[src/rtl/hram_fair_scheduler_pkg.sv]
// Shared types and helpers for the HyperRAM fair scheduler.
package hram_fair_scheduler_pkg;

  // Transaction life cycle: pick a winner, wait for the controller, one quiet cycle.
  typedef enum logic [1:0] {
    ST_IDLE    = 2'd0,
    ST_ISSUE   = 2'd1,
    ST_RELEASE = 2'd2
  } state_e;

  // Ceiling log2 with a floor of one bit, so single-entry fields keep a real width.
  function automatic int clog2_min1(input int value);
    int result;
    result = 0;
    while ((1 << result) < value) result++;
    return (result < 1) ? 1 : result;
  endfunction

endpackage

[src/rtl/hram_pick_winner.sv]
// Combinational priority pick: lowest-index urgent requester, else lowest-index requester.
module hram_pick_winner #(
  parameter int N  = 2,
  parameter int IW = 1
) (
  input  logic [N-1:0]  urgent,
  input  logic [N-1:0]  req,
  output logic [IW-1:0] idx,
  output logic          valid
);

  logic found_urgent;

  // Scan downward so the lowest matching index is the last one written.
  always_comb begin
    // NOTE: every output gets a default first so no path leaves it unassigned (no latch).
    idx          = '0;
    found_urgent = 1'b0;
    for (int i = N - 1; i >= 0; i--) begin
      if (urgent[i]) begin
        idx          = IW'(i);
        found_urgent = 1'b1;
      end
    end
    if (!found_urgent) begin
      for (int i = N - 1; i >= 0; i--) begin
        if (req[i]) idx = IW'(i);
      end
    end
    valid = |req;
  end

endmodule

[src/rtl/hram_fair_scheduler.sv]
// Arbitrates single-beat HyperRAM transactions from several masters onto one
// req/ack port: fixed priority, with starvation counters that promote a
// long-waiting master to urgent.
module hram_fair_scheduler
  import hram_fair_scheduler_pkg::*;
#(
  parameter int masters  = 2,
  parameter int abits    = 24,
  parameter int dbits    = 8,
  parameter int max_wait = 4,
  localparam int GW      = clog2_min1(masters)
) (
  input  logic                     clk,
  input  logic                     reset,
  input  logic [masters-1:0]       m_req,
  output logic [masters-1:0]       m_ack,
  input  logic [masters-1:0]       m_we,
  input  logic [masters*abits-1:0] m_a,
  input  logic [masters*dbits-1:0] m_d,
  output logic [masters*dbits-1:0] m_q,
  output logic                     s_req,
  input  logic                     s_ack,
  output logic                     s_we,
  output logic [abits-1:0]         s_a,
  output logic [dbits-1:0]         s_d,
  input  logic [dbits-1:0]         s_q,
  output logic [GW-1:0]            grant,
  output logic                     busy
);

  localparam int CW = clog2_min1(max_wait + 1);
  localparam logic [CW-1:0] MAX_W = CW'(max_wait);

  state_e                   state_q, state_d;
  logic                     s_req_q, s_req_d;
  logic                     s_we_q, s_we_d;
  logic [abits-1:0]         s_a_q, s_a_d;
  logic [dbits-1:0]         s_d_q, s_d_d;
  logic [masters-1:0]       m_ack_q, m_ack_d;
  logic [masters*dbits-1:0] m_q_q, m_q_d;
  logic [GW-1:0]            grant_q, grant_d;
  logic [CW-1:0]            wait_q [masters];
  logic [CW-1:0]            wait_d [masters];

  logic [masters-1:0]       urgent;
  logic [GW-1:0]            pick_idx;
  logic                     pick_valid;

  // A master is urgent once it has watched max_wait grants go elsewhere.
  always_comb begin
    for (int i = 0; i < masters; i++) begin
      urgent[i] = (max_wait != 0) && m_req[i] && (wait_q[i] == MAX_W);
    end
  end

  hram_pick_winner #(
    .N  (masters),
    .IW (GW)
  ) u_pick (
    .urgent (urgent),
    .req    (m_req),
    .idx    (pick_idx),
    .valid  (pick_valid)
  );

  // Next-state and next-output logic for the grant/issue/release sequence.
  always_comb begin
    state_d = state_q;
    s_req_d = s_req_q;
    s_we_d  = s_we_q;
    s_a_d   = s_a_q;
    s_d_d   = s_d_q;
    m_ack_d = '0;
    m_q_d   = m_q_q;
    grant_d = grant_q;
    for (int i = 0; i < masters; i++) wait_d[i] = wait_q[i];

    case (state_q)
      ST_IDLE: begin
        if (pick_valid) begin
          s_a_d   = m_a[int'(pick_idx)*abits +: abits];
          s_d_d   = m_d[int'(pick_idx)*dbits +: dbits];
          s_we_d  = m_we[pick_idx];
          s_req_d = 1'b1;
          grant_d = pick_idx;
          state_d = ST_ISSUE;
          // Winner restarts its count; waiting losers age; idle masters forget.
          for (int i = 0; i < masters; i++) begin
            if (GW'(i) == pick_idx)   wait_d[i] = '0;
            else if (!m_req[i])       wait_d[i] = '0;
            else if (wait_q[i] == MAX_W) wait_d[i] = MAX_W;
            else                      wait_d[i] = wait_q[i] + 1'b1;
          end
        end
      end
      ST_ISSUE: begin
        if (s_ack) begin
          s_req_d          = 1'b0;
          m_ack_d[grant_q] = 1'b1;
          m_q_d            = {masters{s_q}};
          state_d          = ST_RELEASE;
        end
      end
      ST_RELEASE: begin
        // Gives the requester one cycle to drop m_req before we sample again.
        state_d = ST_IDLE;
      end
      default: state_d = ST_IDLE;
    endcase
  end

  // State and output registers; controller shares this reset, so abort is clean.
  always_ff @(posedge clk or posedge reset) begin
    if (reset) begin
      state_q <= ST_IDLE;
      s_req_q <= 1'b0;
      s_we_q  <= 1'b0;
      s_a_q   <= '0;
      s_d_q   <= '0;
      m_ack_q <= '0;
      m_q_q   <= '0;
      grant_q <= '0;
      // NOTE: the wait counters are a few flops, not RAM, so resetting them is cheap and required.
      for (int i = 0; i < masters; i++) wait_q[i] <= '0;
    end else begin
      // NOTE: non-blocking assignments so every flop samples the pre-edge values.
      state_q <= state_d;
      s_req_q <= s_req_d;
      s_we_q  <= s_we_d;
      s_a_q   <= s_a_d;
      s_d_q   <= s_d_d;
      m_ack_q <= m_ack_d;
      m_q_q   <= m_q_d;
      grant_q <= grant_d;
      for (int i = 0; i < masters; i++) wait_q[i] <= wait_d[i];
    end
  end

  assign s_req = s_req_q;
  assign s_we  = s_we_q;
  assign s_a   = s_a_q;
  assign s_d   = s_d_q;
  assign m_ack = m_ack_q;
  assign m_q   = m_q_q;
  assign grant = grant_q;
  assign busy  = (state_q != ST_IDLE);

endmodule

[config.mk]
export PLATFORM = sky130hd
export DESIGN_NAME = hram_fair_scheduler
export DESIGN_NICKNAME = d
export VERILOG_FILES = /design/src/rtl/hram_fair_scheduler_pkg.sv /design/src/rtl/hram_pick_winner.sv /design/src/rtl/hram_fair_scheduler.sv
export SDC_FILE = /design/constraint.sdc
export NUM_CORES = 1
export LEC_CHECK = 0
export BUFFER_PORTS_ARGS = -buffer_cell sky130_fd_sc_hd__buf_2
export CORE_MARGIN = 2
export CORE_UTILIZATION = 50
export DETAILED_ROUTE_END_ITERATION = 10
export PLACE_DENSITY = 0.85
export SLEW_MARGIN = 20
export SYNTH_ARGS = -nofsm -noshare
export SYNTH_HDL_FRONTEND = slang
export SYNTH_SLANG_ARGS = --single-unit
[constraint.sdc]
create_clock -name clk -period 4.15 [get_ports clk]
set_input_delay 0.415 -clock clk [delete_from_list [all_inputs] [get_ports clk]]
set_output_delay 0.415 -clock clk [all_outputs]
set_load 0.03 [all_outputs]
After elaboration in Yosys (flattened, before gate mapping)
Index checks and enable logic that the tools add are counted.

word-level totals
  bits in registers = 61
  input port bits = 79
  output and inout port bits = 54
  word-level logic and storage cells = 58

cells by class
  $add $sub $neg = 2
  multiply operators = 1
  order comparisons = 3
  eq/ne operators = 5
  shift operators = 2
  mux-type cells = 24
  reductions and logical operators = 11

operator list
  cell                 number
  $shiftx 48x7->24     1
  $mux 3               6
  $shiftx 16x5->8      1
  $mux 1               11
  $mux 2               4
  $add 3x1->3 const B  2
  $eq 3x3->1 const B   2
  $reduce_and 2->1     3
  $lt 1x2->1 const B   2
  $ne 2x2->1 const B   2
  $pmux 2 s2           1
  $reduce_bool 2->1    2
  $logic_and 1x1->1    3
  $mul 1x2->3 const B  1
  $reduce_and 3->1     1
  $eq 2x1->1 const B   1
  $logic_not 2->1      1
  $pmux 1 s2           1
  $reduce_or 2->1      1
  $demux 1 s1          1
  $ge 1x1->1 const B   1

Logic depth before layout (Yosys ltp)
Gate-level depths: netlist of run 1.

  depth in word-level cells = 9
  mapped depth = 7
  gate-level depth less buffers = 6

Hierarchy
Synthesis of run 1 repeated with hierarchy kept, for this count alone.

second synthesis, totals
  cell total of the unflattened synthesis = 227
  area, all modules = 2488.6 µm²

by module, submodules not included
  module               times used  cells an instance  area an instance (µm²)  sequential area each (µm²)
  hram_fair_scheduler  1           223                2463.6                  1326.3
  hram_pick_winner     1           4                  25.0                    0.0

Worst setup path before layout of run 1
Ideal clock, no wire load.

  path kind = flip-flop to flip-flop
  start point = register wait_q[0] in the netlist's numbering
  end point = register grant_q, in the netlist grant
  setup time = 0.122 ns
  arrival time = 1.376 ns
  required time = 4.028 ns
  slack = 2.652 ns
  stages on the path, launching flop included = 7
  path buffers = 1
  clock period less this slack = 1.498 ns
  cells stage by stage = dfrtp_1 -> inv_1 -> ha_1 -> and2_4 -> a21bo_4 -> buf_6 -> a32o_1

on the way
  cells in the longest elaborated chain, start to end = 7
  elaborated cells on any way between the ends = 8
  classes of those cells = eq/ne: 1; mux: 6; reduce/logical: 1

ends and longest elaborated chain
  element                RTL line                    RTL
  from (decl)            hram_fair_scheduler.sv:42   logic [CW-1:0] wait_q [masters];
  $eq 3x3->1 (*)         hram_fair_scheduler.sv:52   urgent[i] = (max_wait != 0) && m_req[i] && (wait_q[i] == MAX_W);
  $logic_and 1x1->1 (*)  hram_fair_scheduler.sv:52
  $mux 1 (*)             hram_pick_winner.sv:20      if (urgent[i]) begin
  $mux 1                 hram_pick_winner.sv:20
  $mux 1 (2 in a row)    hram_pick_winner.sv:27      if (req[i]) idx = IW'(i);
  $mux 1 (*)             hram_pick_winner.sv:25      if (!found_urgent) begin
  to (signal assigned)   hram_fair_scheduler.sv:134  grant_q <= grant_d;
  to (decl)              hram_fair_scheduler.sv:41   logic [GW-1:0] grant_q, grant_d;

Mark *: on every way between the ends. The rest lies on a longest branch, timed or not.
A chain may end at the register's enable or synchronous reset.

Worst setup path in the final report of run 1
  start point = register wait_q[0] in the netlist's numbering
  end point = register s_a_q[22], in the netlist s_a[22]

on the way
  cells in the longest elaborated chain, start to end = 9
  elaborated cells on any way between the ends = 10
  classes of those cells = mul: 1; eq/ne: 1; shift: 1; mux: 6; reduce/logical: 1

ends and longest elaborated chain
  element                RTL line                    RTL
  $eq 3x3->1 (*)         hram_fair_scheduler.sv:52
  $logic_and 1x1->1 (*)  hram_fair_scheduler.sv:52
  $mux 1 (*)             hram_pick_winner.sv:20
  $mux 1                 hram_pick_winner.sv:20
  $mux 1 (2 in a row)    hram_pick_winner.sv:27
  $mux 1 (*)             hram_pick_winner.sv:25
  $mul 1x2->3 (*)        hram_fair_scheduler.sv:81   s_a_d = m_a[int'(pick_idx)*abits +: abits];
  $shiftx 48x7->24 (*)   hram_fair_scheduler.sv:81
  to (signal assigned)   hram_fair_scheduler.sv:118  s_a_q <= '0;
  to (signal assigned)   hram_fair_scheduler.sv:130  s_a_q <= s_a_d;
  to (decl)              hram_fair_scheduler.sv:37   logic [abits-1:0] s_a_q, s_a_d;

Marks and branches as above.

==> results of run 1 <==
==> report_power, final <==
group / switching [µW] / internal (µW) / leakage [µW]
Sequential: 137 / 745 / 0.000625
Clock: 171 / 154 / 0.0000549
Combinational: 903 / 449 / 0.00101
Total: 1210 / 1350 / 0.00169
==> placed cells by master, fill, tap and decap left out <==
master	synthesis	routed
inv_6	0	1
o21ai_1	32	32
nor2_4	1	1
nand2_1	61	61
buf_4	17	3
nand3_1	5	5
o21ai_0	7	7
nand3b_1	3	3
a21boi_0	4	4
buf_2	7	132
a21bo_4	1	1
dfrtp_1	53	53
a21boi_2	10	10
and3_1	1	1
clkbuf_8	0	7
clkinv_1	1	1
a21boi_1	20	20
nor2_1	2	2
a21oi_1	3	3
inv_1	6	5
ha_1	4	4
o22a_1	33	33
and2_1	2	2
a31oi_1	1	1
o21a_2	0	1
and2_4	1	1
nand2_2	1	1
a32o_1	1	1
inv_4	0	1
nand2b_1	1	1
==> worst max-delay path: stages (launching register included) <==
cell and delay, ns:
dfrtp_1 0.38, inv_1 0.07, ha_1 0.21, and2_4 0.18, a21boi_2 0.58, buf_4 0.34, o21ai_0 0.13, o22a_1 0.18
==> worst paths after layout <==
kind | from | endpoint | depth (start not counted)
worst max register to register | wait_q[0] | s_a[22] | 7
worst min-delay path | reset | s_a[19] | 2
worst max-delay path | wait_q[0] | s_a[22] | 7
worst min register to register | grant | m_ack[0] | 1
max in group asynchronous | reset | s_d[4] | 2
min in group clk | s_q[0] | m_q[8] | 3
==> layer usage <==
metal | part of all wire, % | routed length (µm) | up-vias | GRT usage [%]
met2 | 51 | 3270 | 84 | 39.2
met5 | 0 | 0 | - | 0
met3 | 7.1 | 452 | 7 | 6.09
met4 | 1.3 | 80 | 0 | 8.25
li1 | - | - | 1213 | -
met1 | 41 | 2600 | 1181 | 25.1
==> area by class of cell <==
class,count,area [µm²],share of cell area (%)
Clock inverter,1,8.76,0.254
Timing Repair Buffer,135,683,19.8
Inverter,7,28.8,0.834
Tap cell,72,90.1,2.61
Clock buffer,7,96.3,2.79
Multi-Input combinational cell,195,1220,35.3
Sequential cell,53,1330,38.4
==> registers in the layout, summed over array words and instances, names as in the netlist <==
signal	count
s_we	1
wait_q	6
m_ack	2
m_q	8
grant	1
state_q	2
s_req	1
s_d	8
s_a	24
==> per-stage QoR <==
stage | hold WS (ns) | util [%] | power, µW | worst slack [ns]
floorplan | 0.513 | - | 1940 | 2.45
global placement | 0.466 | 61.5 | 2210 | 2.00
detailed placement | 0.471 | 61.5 | 2260 | 1.97
CTS | 0.218 | 63.5 | 2580 | 1.92
global route | 0.241 | 63.5 | 2730 | 1.77
finish | 0.183 | 63.5 | 2560 | 1.96
==> cell families after synthesis <==
logic type      share of synthesized area, %
simple gates                            12.0
flops                                   47.6
buf+inv                                 8.71
fa+ha+maj                               1.80
compound gates                          29.9
==> results.md, run 1 <==
* # fillers at 473
* Post-DRT Antenna Nets at 0
* Area contributors post-synth: dfrtp_1 48%, o22a_1 10%, nand2_1 8.2%, o21ai_1 5.7%, a21boi_1 5.4%
* # setup viols final at 0
* Slew headroom at 51.9%
* Least-Margin Pin Slew at 0.717 ns
* Max Cap Violations at 0
* Post-route setup TNS at 0 ns
* Status: completed
* Root Driver: clkbuf_8
* Fin nets at 480
* Clk_skew at 0.00793 ns
* Crit share post-route at 52.7%
* Iteration count of the initial detailed-routing pass at 4
* Clk sinks at 53
* Postcts setup bufs at 0
* Largest area contributor in the netlist: dfrtp_1
* CP required at 4.35 ns
* Crit path time final at 2.19 ns
* Vias in the first global route at 2547
* Maximum vdd drop at 403 µV
* Pins over their slew limit at 0
* Gr usage total at 22.0%
* Pwr Density at 741 mW/mm²
* Synth cell count leaders: 61 x nand2_1, 53 x dfrtp_1, 33 x o22a_1
* Synth Instances at 287
* Post-DP HPWL at 4550 µm
* # diodes at 0
* Arr. time, crit path at 2.39 ns
* CP max FO at 17
* Top_reg_cell synth: dfrtp_1
* Async S/R FF share, synth at 100%
* EDFF count, synth at 0
* Vias per inst at 5.29
* Die area at 0.00619 mm²
* PostCTS Resize Cnt at 0
* P_leak at 0.00169 µW
* First-pass GRT wire length at 11000 µm
* RePlAce Congestion at 0.737
* Via count at 2485
* Mapped Area at 0.00279 mm²
* Largest net degree at the start of global routing at 70
* Most common cell in the synthesized netlist: nand2_1
* Post-synthesis cell type count at 30
* Num rows at 27
* Cell Area, Placed at 0.00335 mm²
* CP startpoint kind: flip-flop
* Final hold vios at 0
* CORE AREA at 0.00544 mm²
* WL final at 6400 µm
* Final cell count without fillers at 470
* Io pins at 133
* Share of cells above drive strength 1 at 39.9%
* CTS H-tree lvls at 2
* Critical path type: flip-flop to flip-flop
* Synth Area per Inst at 9.71 µm²
* Total gr overflow at 0
* DRC Markers at 0
* CTS tree: done
* CTS Buffer Depth at 2
* Reg2reg setup slack at 1.96 ns
* Synthesized Nets at 370
* Initial antenna violation count at 0
* Post-synth top area share at 47.6%
* Final instance area at 0.00345 mm²
* Clock latency at the later pin of the worst-skew pair at 0.31 ns
* Dpl cells at 462
* Synth warnings at 0
* Die width at 78.7 µm
* CTS buffer count at 5
* Port Buffers at 132
* Sequential share of the synthesized area at 47.6%
* Number of synthesized register bits at 53
* RSZ-0062 raised after global routing: no
* Critical Path End Type: flip-flop
* Initial DRC Count at 186
* Area grow syn2layout at 23.9%
* Initial Util at 51.2%
* Worst hold path class: input pin to asynchronous set/reset pin
* Die Ht at 78.7 µm
* Max Fclk at 458 MHz
* Reg clk slew, reported paths at 0.10 ns
* Wire per inst at 13.6 µm
* Cts hold-fix bufs at 0
No activity file was read; power rests on OpenSTA's default activity.
==> run 2: changes to the inputs <==
--- a/config.mk
+++ b/config.mk
@@ -5,11 +5,12 @@
 export SDC_FILE = /design/constraint.sdc
 export NUM_CORES = 1
 export LEC_CHECK = 0
+export ABC_AREA = 1
 export BUFFER_PORTS_ARGS = -buffer_cell sky130_fd_sc_hd__buf_2
 export CORE_MARGIN = 2
-export CORE_UTILIZATION = 50
+export CORE_UTILIZATION = 43
 export DETAILED_ROUTE_END_ITERATION = 10
-export PLACE_DENSITY = 0.85
+export PLACE_DENSITY = 0.76
 export SLEW_MARGIN = 20
 export SYNTH_ARGS = -nofsm -noshare
 export SYNTH_HDL_FRONTEND = slang
==> constraint.sdc (replaced) <==
create_clock -name clk -period 1.9 [get_ports clk]
set_input_delay 0.19 -clock clk [delete_from_list [all_inputs] [get_ports clk]]
set_output_delay 0.19 -clock clk [all_outputs]
set_load 0.03 [all_outputs]
==> run 2 against run 1 <==
Synthesized area rose by 12%. Maximum frequency rose by 33%. Cell area rose by 11%. Sequential power rose by 120%. Die area rose by 28%. Cell count rose by 31%. Clock power rose by 100%. Critical path depth did not move. Combinational power rose by 140%. Highest routed layer unchanged.
==> results.md, run 2 <==
* Status: completed (unchanged)
* Clk sinks at 53 (unchanged)
* Iteration count of the initial detailed-routing pass at 4 (unchanged)
* Initial Util at 43.7% (was 51.2%)
* Critical path type: flip-flop to flip-flop (unchanged)
* RePlAce Congestion at 0.806 (was 0.737)
* CTS buffer count at 5 (unchanged)
* Top_reg_cell synth: dfrtp_1 (unchanged)
* Hold_sp: s_ack
* Postcts setup bufs at 0 (unchanged)
* Arr. time, crit path at 1.88 ns (was 2.39 ns)
* Gr usage total at 18.5% (was 22.0%)
* CTS H-tree lvls at 2 (unchanged)
* Post-synthesis cell type count at 24 (was 30)
* RSZ-0062 raised after global routing: no (unchanged)
* Slew headroom at 58.9% (was 51.9%)
* PnR worst setup slack at 0.260 ns (was 1.96 ns)
* Vias per inst at 4.66 (was 5.29)
* P_leak at 0.00234 µW (was 0.00169 µW)
* Crit share post-route at 86.3% (was 52.7%)
* Max Cap Violations at 0 (unchanged)
* Clk_skew at 0.0131 ns (was 0.00793 ns)
* Crit path time final at 1.64 ns (was 2.19 ns)
* Cts hold-fix bufs at 1 (was 0)
* Crit path largest cell delay at 0.39 ns (was 0.58 ns)
* CTS tree: done (unchanged)
* Initial DRC Count at 97 (was 186)
* Final hold vios at 0 (unchanged)
* Most common cell in the synthesized netlist: nand2_1 (unchanged)
* CP required at 2.14 ns (was 4.35 ns)
* DP Worst Slack at 0.270 ns (was 1.97 ns)
* Total gr overflow at 0 (unchanged)
* Die Ht at 89.1 µm (was 78.7 µm)
* Synth Area per Inst at 7.85 µm² (was 9.71 µm²)
* # diodes at 0 (unchanged)
* Synth cell count leaders: 103 x nand2_1, 83 x nand3_1, 77 x inv_1 (was 61 x nand2_1, 53 x dfrtp_1, 33 x o22a_1)
* Sequential share of the synthesized area at 42.6% (was 47.6%)
* Synth warnings at 0 (unchanged)
* EDFF count, synth at 0 (unchanged)
* WL final at 7370 µm (was 6400 µm)
* Final cell count without fillers at 615 (was 470)
* Most frequent cells in the layout: 132 x buf_2, 103 x nand2_1, 83 x nand3_1, 76 x inv_1, 53 x dfrtp_1 (was 132 x buf_2, 61 x nand2_1, 53 x dfrtp_1, 33 x o22a_1, 32 x o21ai_1)
* CTS Buffer Depth at 2 (unchanged)
* Least-Margin Pin Slew at 0.616 ns (was 0.717 ns)
* Largest area contributor in the netlist: dfrtp_1 (unchanged)
* Pins over their slew limit at 0 (unchanged)
* Area contributors post-synth: dfrtp_1 43%, nand3_1 13%, nand2_1 12%, inv_1 9.3%, nand3_2 6.4% (was dfrtp_1 48%, o22a_1 10%, nand2_1 8.2%, o21ai_1 5.7%, a21boi_1 5.4%)
* R2r endpoint: s_a[22] (unchanged)
* Crit path cell chain: inv_1 > ha_1 > nand3_4 > nand3_4 > nand3_1 > nand3_1 > nand2_1 (was inv_1 > ha_1 > and2_4 > a21boi_2 > buf_4 > o21ai_0 > o22a_1)
* PostCTS Resize Cnt at 0 (unchanged)
* Die area at 0.00794 mm² (was 0.00619 mm²)
* Largest net degree at the start of global routing at 37 (was 70)
* First-pass GRT wire length at 11700 µm (was 11000 µm)
* Largest register FFs at 24 (unchanged)
* CP max FO at 34 (was 17)
* Num rows at 31 (was 27)
* Hold depth at 2
* Worst hold slack at 0.0577 ns (was 0.183 ns)
* Mapped Area at 0.00312 mm² (was 0.00279 mm²)
* Post-route setup TNS at 0 ns (unchanged)
* Reg2reg setup slack at 0.26 ns (was 1.96 ns)
* Post-DRT Antenna Nets at 0 (unchanged)
* Dpl cells at 606 (was 462)
* DRC Markers at 0 (unchanged)
* Worst hold path class: input pin to flip-flop (was input pin to asynchronous set/reset pin)
* Max Fclk at 610 MHz (was 458 MHz)
* Crit Reg-Reg Startpoint: wait_q[3] (was wait_q[0])
* Critical Path End Type: flip-flop (unchanged)
* Clock latency at the later pin of the worst-skew pair at 0.30 ns (was 0.31 ns)
* Slowest cell on crit path: nand3_4 (was a21boi_2)
* Fin nets at 598 (was 480)
* Commonest non-fill, non-tap cell in the layout: buf_2 (unchanged)
* Post-DP HPWL at 5370 µm (was 4550 µm)
* Post-synth top area share at 42.6% (was 47.6%)
* # setup viols final at 0 (unchanged)
* Vias in the first global route at 2654 (was 2547)
* Share of cells above drive strength 1 at 35.3% (was 39.9%)
* Die width at 89.1 µm (was 78.7 µm)
* Pwr Density at 1510 mW/mm² (was 741 mW/mm²)
* Port Buffers at 132 (unchanged)
* CORE AREA at 0.00714 mm² (was 0.00544 mm²)
* CP startpoint kind: flip-flop (unchanged)
* Hold EP: state_q[0]
* Reg clk slew, reported paths at 0.10 ns (about the same)
* Area grow syn2layout at 23.3% (was 23.9%)
* Initial antenna violation count at 0 (unchanged)
* Maximum vdd drop at 636 µV (was 403 µV)
* Synthesized Nets at 480 (was 370)
* Io pins at 133 (unchanged)
* Number of synthesized register bits at 53 (unchanged)
* R2R cell count at 7 (unchanged)
* Via count at 2865 (was 2485)
* Synth Instances at 397 (was 287)
* Wire per inst at 12.0 µm (was 13.6 µm)
* Root Driver: clkbuf_8 (unchanged)
* Async S/R FF share, synth at 100% (unchanged)
==> run 2: cell count changes after synthesis, sizes merged, moves of 33 or more <==
cell	change
nand2	+44
a21boi	-34
o21ai	-37
nand3	+101
o22a	-33
inv	+73
==> run 2: worst max path at each step <==
stage                         start         to  slack [ns]  depth (start not counted)
after global placement    wait_q[0]  wait_q[2]        0.31                          6
after CTS                 wait_q[3]    s_a[21]        0.23                          7
after global routing      wait_q[0]     s_a[8]        0.08                          9
after detailed placement  wait_q[0]  wait_q[2]        0.27                          6
final                     wait_q[3]    s_a[22]        0.26                          7
after floorplan               reset      grant        0.42                          1
==> run 2: layer usage <==
layer / routed length, µm / track usage (%)
met1: 3240 / 23.8
met2: 3620 / 32.8
met3: 468 / 3.23
met4: 37 / 3.93
met5: 0 / 0
==> run 2: layout make-up <==
class | instances | area (µm²)
Tap cell | 99 | 124
Multi-Input combinational cell | 233 | 1250
Fill cell | 717 | 3300
Inverter | 81 | 305
Clock inverter | 3 | 25.0
Timing Repair Buffer | 141 | 743
Clock buffer | 5 | 68.8
Sequential cell | 53 | 1330
==> run 2: where the power goes <==
group / switching (µW) / internal (µW)
sequential: 288 / 1640
combinational: 2290 / 932
clock: 390 / 267
total: 2970 / 2840
==> run 2: critical path: cells and delay by family (launching register included) <==
family        cells  cell delay [ns]
fa+ha+maj         1             0.25
buf+inv           1             0.08
flops             1             0.36
simple gates      5             0.87
==> run 2: stage by stage <==
stage | power [µW] | cell area, µm² | util, %
after floorplan | 4410 | 3120 | -
after global placement | 5110 | 3740 | 52.3
after detailed placement | 5190 | 3740 | 52.3
after CTS | 5870 | 3840 | 53.8
after global routing | 6280 | 3840 | 53.8
final | 5800 | 3840 | 53.8
==> run 2: cells by family after synthesis <==
| kind of cell | count (synthesis) | synth area share, % |
|---|---|---|
| buffers and inverters | 111 | 17.4 |
| AOI/OAI and AO/OA | 7 | 1.57 |
| DFF | 53 | 42.6 |
| and+or+nand+nor | 221 | 36.6 |
| adders and majority gates | 4 | 1.61 |
| xor gates and xnor gates | 1 | 0.281 |
==> run 3: changes to the inputs <==
--- a/config.mk
+++ b/config.mk
@@ -8,10 +8,12 @@
 export ABC_AREA = 1
 export BUFFER_PORTS_ARGS = -buffer_cell sky130_fd_sc_hd__buf_2
 export CORE_MARGIN = 2
-export CORE_UTILIZATION = 43
+export CORE_UTILIZATION = 41
 export DETAILED_ROUTE_END_ITERATION = 10
+export HOLD_SLACK_MARGIN = 0.12
 export PLACE_DENSITY = 0.76
 export SLEW_MARGIN = 20
 export SYNTH_ARGS = -nofsm -noshare
 export SYNTH_HDL_FRONTEND = slang
+export SYNTH_HIERARCHICAL = 1
 export SYNTH_SLANG_ARGS = --single-unit
==> run 3 against run 2 <==
Clock skew shrank 0.0094 ns. Synthesized area fell by 15%. Critical path type unchanged. Maximum frequency shrank 7.8%. Wire length decreased by 9.0%.
==> results.md, run 3 <==
* Top_reg_cell synth: dfrtp_1 (unchanged)
* Wire per inst at 11.6 µm (was 12.0 µm)
* Crit share post-route at 93.6% (was 86.3%)
* Post-DP HPWL at 4610 µm (was 5370 µm)
* CP startpoint kind: flip-flop (unchanged)
* RePlAce Congestion at 0.769 (was 0.806)
* Fin nets at 584 (was 598)
* Crit path largest cell delay at 0.42 ns (was 0.39 ns)
* CTS buffer count at 5 (unchanged)
* Initial DRC Count at 106 (was 97)
* Largest family of logic cells by synthesized area: simple AND/OR/NAND/NOR gates (unchanged)
* Critical path type: flip-flop to flip-flop (unchanged)
* P_leak at 0.00219 µW (was 0.00234 µW)
* DRC Markers at 0 (unchanged)
* Clk sinks at 53 (unchanged)
* Final hold vios at 0 (unchanged)
* Post-synthesis cell type count at 21 (was 24)
* Die area at 0.00712 mm² (was 0.00794 mm²)
* WL final at 6700 µm (was 7370 µm)
* Clk_skew at 0.00373 ns (was 0.0131 ns)
* DP Worst Slack at 0.0111 ns (was 0.270 ns)
* Share of cells above drive strength 1 at 31.3% (was 35.3%)
* Initial antenna violation count at 0 (unchanged)
* First-pass GRT wire length at 10800 µm (was 11700 µm)
* Worst hold slack at 0.161 ns (was 0.0577 ns)
* Reg clk slew, reported paths at 0.10 ns (about the same)
* Largest register FFs at 24 (unchanged)
* Crit path cell chain: inv_1 > ha_1 > nand2_1 > nor2_1 > inv_1 > a21oi_4 > buf_4 > buf_12 > nand4_1 > o21ai_0 (was inv_1 > ha_1 > nand3_4 > nand3_4 > nand3_1 > nand3_1 > nand2_1)
* Synthesized Nets at 448 (was 480)
* Die Ht at 84.4 µm (was 89.1 µm)
* Area grow syn2layout at 34.9% (was 23.3%)
* EDFF count, synth at 0 (unchanged)
* R2R cell count at 10 (was 7)
* Iteration count of the initial detailed-routing pass at 5 (was 4)
* PnR worst setup slack at 0.121 ns (was 0.260 ns)
* Footprint of the multi-input gates at 0.00110 mm² (was 0.00125 mm²)
* Synth Area in Compound Gates at 1.42% (was 1.57%)
* Sequential share of the synthesized area at 50.1% (was 42.6%)
* Post-route setup TNS at 0 ns (unchanged)
* Total gr overflow at 0 (unchanged)
* XOR/XNOR share of the synthesized area at 0% (was 0.281%)
* Worst hold path class: input pin to flip-flop (unchanged)
* Max Cap Violations at 0 (unchanged)
* # fillers at 631 (was 717)
* Die width at 84.4 µm (was 89.1 µm)
* Area contributors post-synth: dfrtp_1 50%, nand2_1 35%, buf_4 3.4%, inv_1 2.3%, ha_1 1.9% (was dfrtp_1 43%, nand3_1 13%, nand2_1 12%, inv_1 9.3%, nand3_2 6.4%)
* Largest net degree at the start of global routing at 36 (was 37)
* Root Driver: clkbuf_8 (unchanged)
* Status: completed (unchanged)
* CP required at 2.13 ns (was 2.14 ns)
* Commonest non-fill, non-tap cell in the layout: nand2_1 (was buf_2)
* Core Util, Final at 56.6% (was 53.8%)
* Mapped Area at 0.00265 mm² (was 0.00312 mm²)
* Post-synth top area share at 50.1% (was 42.6%)
* Synth Instances at 365 (was 397)
* Vias per inst at 4.55 (was 4.66)
* Least-Margin Pin Slew at 0.586 ns (was 0.616 ns)
* CTS H-tree lvls at 2 (unchanged)
* Port Buffers at 132 (unchanged)
* # setup viols final at 0 (unchanged)
* Delay-heaviest family, CP: buffers and inverters (was simple AND/OR/NAND/NOR gates)
* Async S/R FF share, synth at 100% (unchanged)
* Largest area contributor in the netlist: dfrtp_1 (unchanged)
* Critical Path Stages at 10 (was 7)
* Clock latency at the later pin of the worst-skew pair at 0.31 ns (was 0.30 ns)
* Max Fclk at 562 MHz (was 610 MHz)
* # diodes at 0 (unchanged)
* Simple-Gate Fraction of Synth Area at 37.6% (was 36.6%)
* Slowest cell on crit path: dfrtp_1 (was nand3_4)
* Most common cell in the synthesized netlist: nand2_1 (unchanged)
* Buffers & Inverters on Critical Path at 4 (was 1)
* Most frequent cells in the layout: 246 x nand2_1, 132 x buf_2, 53 x dfrtp_1, 15 x inv_1, 10 x dlygate4sd3_1 (was 132 x buf_2, 103 x nand2_1, 83 x nand3_1, 76 x inv_1, 53 x dfrtp_1)
* Arr. time, crit path at 2.01 ns (was 1.88 ns)
* Slew headroom at 60.8% (was 58.9%)
* Cell seen most often among critical-path stages: inv_1
* Initial Util at 42.0% (was 43.7%)
* Adder-cell share of the synthesized area at 1.89% (was 1.61%)
* Via count at 2636 (was 2865)
* Synth cell count leaders: 246 x nand2_1, 53 x dfrtp_1, 16 x inv_1 (was 103 x nand2_1, 83 x nand3_1, 77 x inv_1)
* Synth warnings at 6 (was 0)
* Number of synthesized register bits at 53 (unchanged)
* Pins over their slew limit at 0 (unchanged)
* Gr usage total at 18.5% (about the same)
* Critical Path End Type: flip-flop (unchanged)
* Pwr Density at 1550 mW/mm² (was 1510 mW/mm²)
* Post-DRT Antenna Nets at 0 (unchanged)
* CTS Buffer Depth at 2 (unchanged)
* Overall power at 5550 µW (was 5800 µW)
* Mux share of post-synthesis cell area at 0% (unchanged)
* CORE AREA at 0.00631 mm² (was 0.00714 mm²)
* Vias in the first global route at 2400 (was 2654)
* Hold depth at 5 (was 2)
* CP max FO at 9 (was 34)
* Crit path time final at 1.78 ns (was 1.64 ns)
* Io pins at 133 (unchanged)
* CTS tree: done (unchanged)
* Synth Area per Inst at 7.26 µm² (was 7.85 µm²)
* Num rows at 29 (was 31)
* Maximum vdd drop at 1040 µV (was 636 µV)
* Reg area at 0.00133 mm² (unchanged)
run 3: cell count changes in the layout (fill, tap and decap cells not counted), moves of 3 or more:
cell / previous run / this run
nand2_1: 103 / 246
dlygate4sd3_1: 1 / 10
nand3_2: 20 / 0
nand3_4: 3 / 0
o22ai_1: 3 / 0
nand3_1: 83 / 2
inv_1: 76 / 15
run 3: stage by stage:
| stage | cell area [µm²] | std cells |
|---|---|---|
| global placement | 3290 | 556 |
| global route | 3570 | 579 |
| detailed placement | 3290 | 556 |
| CTS | 3480 | 574 |
| floorplan | 2650 | 365 |
| finish | 3570 | 579 |
run 3: path summary, 6_finish.rpt:
path,slack (ns),endpoint,from
max in group asynchronous,0.80,s_d[2],reset
worst max-delay path,0.12,wait_q[4],wait_q[0]
worst min register to register,0.48,s_req,s_req
worst min-delay path,0.16,s_a[14],m_a[14]
min in group asynchronous,0.49,wait_q[5],reset
worst max register to register,0.12,wait_q[4],wait_q[0]
run 3: per-layer routing:
metal / GRT usage, % / share of wire [%] / vias up
met5: 0 / 0 / -
met2: 31.2 / 48 / 103
li1: - / - / 1345
met1: 25.2 / 45 / 1178
met3: 3.74 / 5.9 / 10
met4: 3.46 / 1.0 / 0
run 3: tightest hold or removal path, cell delays in order:
cell,delay [ns]
buf_2,0.07
nand2_1,0.04
nand2_1,0.05
nand2_1,0.04
nand2_1,0.04
run 3: power by group:
group / total, µW / internal (µW) / switching, µW
clock network: 643 / 259 / 383
logic: 2990 / 864 / 2120
registers: 1920 / 1620 / 298
run 3: cell families (layout without fill, tap and decap cells):
| group | Yosys count | count (layout) |
|---|---|---|
| fa+ha+maj | 4 | 4 |
| flops | 53 | 53 |
| compound gates | 7 | 7 |
| simple gates | 259 | 259 |
| buf+inv | 42 | 179 |
run 3: layout make-up:
cell class | instances | share of cell area, %
Clock buffer | 5 | 1.93
Clock inverter | 3 | 0.630
Inverter | 19 | 2.21
Multi-Input combinational cell | 270 | 30.7
Sequential cell | 53 | 37.1
Tap cell | 77 | 2.70
Timing Repair Buffer | 152 | 24.7
run 3: timing repair:
action | CTS | global route
setup endpoints to repair | 3 | 39
hold buffers | 10 | 0
endpoints found under the hold margin | 36 | 0
resized for setup | 1 | 5
setup buffers | 0 | 3
cloned | 0 | 2
